File: src/rtl/count_checker_sat.sv
// sat_counter: saturating up-counter with synchronous clear.
// Ports:
//   clk   - rising-edge clock
//   reset - synchronous active-high reset (count -> 0)
//   inc   - count up by one this cycle (held at all-ones once saturated)
//   clr   - zero the count; wins over a simultaneous inc
//   count - registered count value
module sat_counter #(
    parameter int W = 16
) (
    input  logic         clk,
    input  logic         reset,
    input  logic         inc,
    input  logic         clr,
    output logic [W-1:0] count
);

    logic [W-1:0] count_q, count_d;

    always_comb begin
        count_d = count_q;
        if (clr)
            count_d = '0;
        else if (inc && (count_q != '1))
            count_d = count_q + W'(1);
    end

    always_ff @(posedge clk) begin
        if (reset) count_q <= '0;
        else       count_q <= count_d;
    end

    assign count = count_q;

endmodule

File: config.mk
export PLATFORM = sky130hd
export DESIGN_NAME = sat_counter
export DESIGN_NICKNAME = d
export VERILOG_FILES = /design/src/rtl/count_checker_sat.sv
export SDC_FILE = /design/constraint.sdc
export NUM_CORES = 1
export LEC_CHECK = 0
export BUFFER_PORTS_ARGS = -buffer_cell sky130_fd_sc_hd__buf_4
export CAP_MARGIN = 10
export CORE_MARGIN = 5
export CORE_UTILIZATION = 50
export DETAILED_ROUTE_END_ITERATION = 10
export PLACE_DENSITY_LB_ADDON = 0.3
export SYNTH_ARGS = -nofsm -noshare
export SYNTH_HDL_FRONTEND = slang
export SYNTH_SLANG_ARGS = --single-unit
File: constraint.sdc
create_clock -name clk -period 1.9 [get_ports clk]
set_clock_uncertainty 0.2 [all_clocks]
set_input_delay 0.285 -clock clk [delete_from_list [all_inputs] [get_ports clk]]
set_output_delay 0.285 -clock clk [all_outputs]
set_load 0.01 [all_outputs]
==> flow_summary.ini <==
[detailed_routing]
ant_nets = 0
vias_per_cell = 5.73
wl_per_cell_um = 13.1
drt_iter0_drc = 16
num_vias = 860
drc = 0
routed_wl_um = 1970
firstDrtPassIters = 4

[run]
max-cap-violations = 0

[sta]
grt_setup_unrepaired = false
finalSetupTns_ps = 0
maxSlewViolCount = 0
maxSlewHeadroom_pct = 73.9
setup_violations = 0
hold_violations = 0
tightest_slew_ps = 389
period_share_pct = 90.7
fin_ws_ps = 177
fin_crit_ps = 1720
max_clock_freq_mhz = 580

[yosys]
synth_area_leaders = dfxtp_1 (35%), mux2i_1 (6.5%), nand2_1 (5.3%)
yosysWarnings = 0
synth-async-reset-ratio_pct = 0
synth_nets = 107
synth_seq_cells = 16
synth-edff-count = 0
syn_area_per_cell_sq_um = 8.99
synth_area_leader_cell = dfxtp_1
netlist_instances = 102
synth_top_cell_area_share_pct = 34.9
yosysMostFrequentCell = dfxtp_1
synth_top_flop_cell = dfxtp_1
synth_common_cells = dfxtp_1 (16), nand2_1 (13), a21oi_1 (6), mux2i_1 (6), nand3_1 (5)
ys_types = 36
syn_area_sq_um = 917
seq_area_frac_synth_pct = 34.9

[clocking]
cts_setup_buffers = 0
clockBufferDepth = 2
cts_buffers = 3
clock-sinks = 16
cts_tree = built
clkLatencyLatePin_ps = 300
hold_buffers = 0
cts_resized = 0
clkSlewWorstSetupHoldPaths_ps = 100
htreeDepth = 1
cts-root-buf = clkbuf_4

[critical_path]
cp.required_ps = 1930
critPathCaptureType = flip-flop
r2r_end = count[10]$_SDFFE_PP0P_
slowest_stage = dfxtp_1
critPathKind = reg -> reg
cp_cell_sequence = ha_1, and4_4, nand3_1, or3_1, a21oi_1
reg2reg_slack_ps = 180
arrival_ps = 1760
timing.rr.start = count[1]$_SDFFE_PP0P_
startpoint_type = flip-flop
cpPeakStageDelay_ps = 410
reg2reg_depth = 5
crit_family = simple AND/OR/NAND/NOR gates
crit_fanout = 5
cp_num_buf_inv = 0

[layout]
n_antenna_cell = 0
drive_gt1_share_pct = 33.6
layout.nets = 131
final_area_sq_um = 1120
syn_to_final_growth_pct = 22.6
largest_reg_flops = 16

[floorplanning]
die_area_sq_um = 2790
rows = 15
die_h_um = 52.8
die_w_um = 52.8
fp.coreArea_sq_um = 1730
io_pins = 20
start_util_pct = 53.1

[power_and_ir_drop]
leakage_nw = 0.452
ir_drop_mv = 0.370
powerDensity_nw_per_um2 = 537

[grt]
grt-ovfl-total = 0
grt_max_degree = 12
grt_antenna_before_repair = 0
grt_pass1_vias = 806
grt_pass1_wl_um = 3460
grt_use_total_pct = 17.0

[worst_hold_path]
min_from = reset
hp-class = in -> reg
holdPathStages = 3
hold_end = count[0]$_SDFFE_PP0P_

[place]
gp_congestion = 0.779
place_ws_ps = 134
portBuffers = 19
placed_area_sq_um = 1090
dpl.hpwl_um = 1490

[outcome]
status = finished clean
-- placed cells by master, fill, tap and decap left out, types with 4 or more instances in the layout --
cell type	Yosys	routed
or3_1	4	4
buf_4	1	24
dfxtp_1	16	15
o21ai_0	4	4
nand2_1	13	13
nand3_1	5	5
mux2i_1	6	6
a31oi_1	4	4
a21oi_1	6	6
-- through the flow --
step | utilization, % | instances | total power [mW] | hold slack (ps)
CTS | 65.0 | 150 | 0.614 | 76.7
global route | 65.1 | 150 | 0.628 | 90.2
global placement | 62.9 | 146 | 0.375 | 283
finish | 65.1 | 150 | 0.604 | 79.4
floorplan | - | 102 | 0.362 | 264
detailed placement | 62.9 | 146 | 0.376 | 289
-- where the power goes --
| group | total (mW) | switching [mW] | internal, mW |
|---|---|---|---|
| clock network | 0.236 | 0.119 | 0.117 |
| logic | 0.0290 | 0.0152 | 0.0138 |
| registers | 0.339 | 0.00201 | 0.337 |
-- worst reg2reg max path: cells and delay by family (launching register included) --
| family | cells | cell delay, ps |
|---|---|---|
| simple gates | 3 | 710 |
| flops | 1 | 410 |
| fa+ha+maj | 1 | 210 |
| compound gates | 1 | 130 |
-- worst max path at each step --
stage               slack, ps  cells past startpoint             startpoint                endpoint
floorplan                 200                      6  count[0]$_SDFFE_PP0P_  count[12]$_SDFFE_PP0P_
global placement          200                      5  count[0]$_SDFFE_PP0P_  count[12]$_SDFFE_PP0P_
finish                    180                      5  count[1]$_SDFFE_PP0P_  count[10]$_SDFFE_PP0P_
global route               30                      5  count[1]$_SDFFE_PP0P_  count[10]$_SDFFE_PP0P_
detailed placement        130                      5  count[0]$_SDFFE_PP0P_  count[12]$_SDFFE_PP0P_
CTS                       120                      5  count[0]$_SDFFE_PP0P_  count[12]$_SDFFE_PP0P_
-- cell type report --
class                           count  area, sq um
Timing Repair Buffer               24          180
Tap cell                           25         31.3
Multi-Input combinational cell     80          552
Clock buffer                        4         36.3
Fill cell                         156          602
Sequential cell                    16          322
Inverter                            1         3.75
-- cell families after synthesis --
| family | synth area share [%] |
|---|---|
| compound gates | 20.6 |
| simple gates | 31.5 |
| mux | 6.55 |
| flops | 34.9 |
| fa+ha+maj | 1.36 |
| buf+inv | 5.05 |
-- per-layer routing --
layer	GRT usage [%]	routed length, um	vias to the layer above
met5	0	0	-
met2	24.0	851	23
li1	-	-	438
met1	22.4	977	394
met4	11.9	46	0
met3	3.70	89	5
No activity file was read; power rests on OpenSTA's default activity.
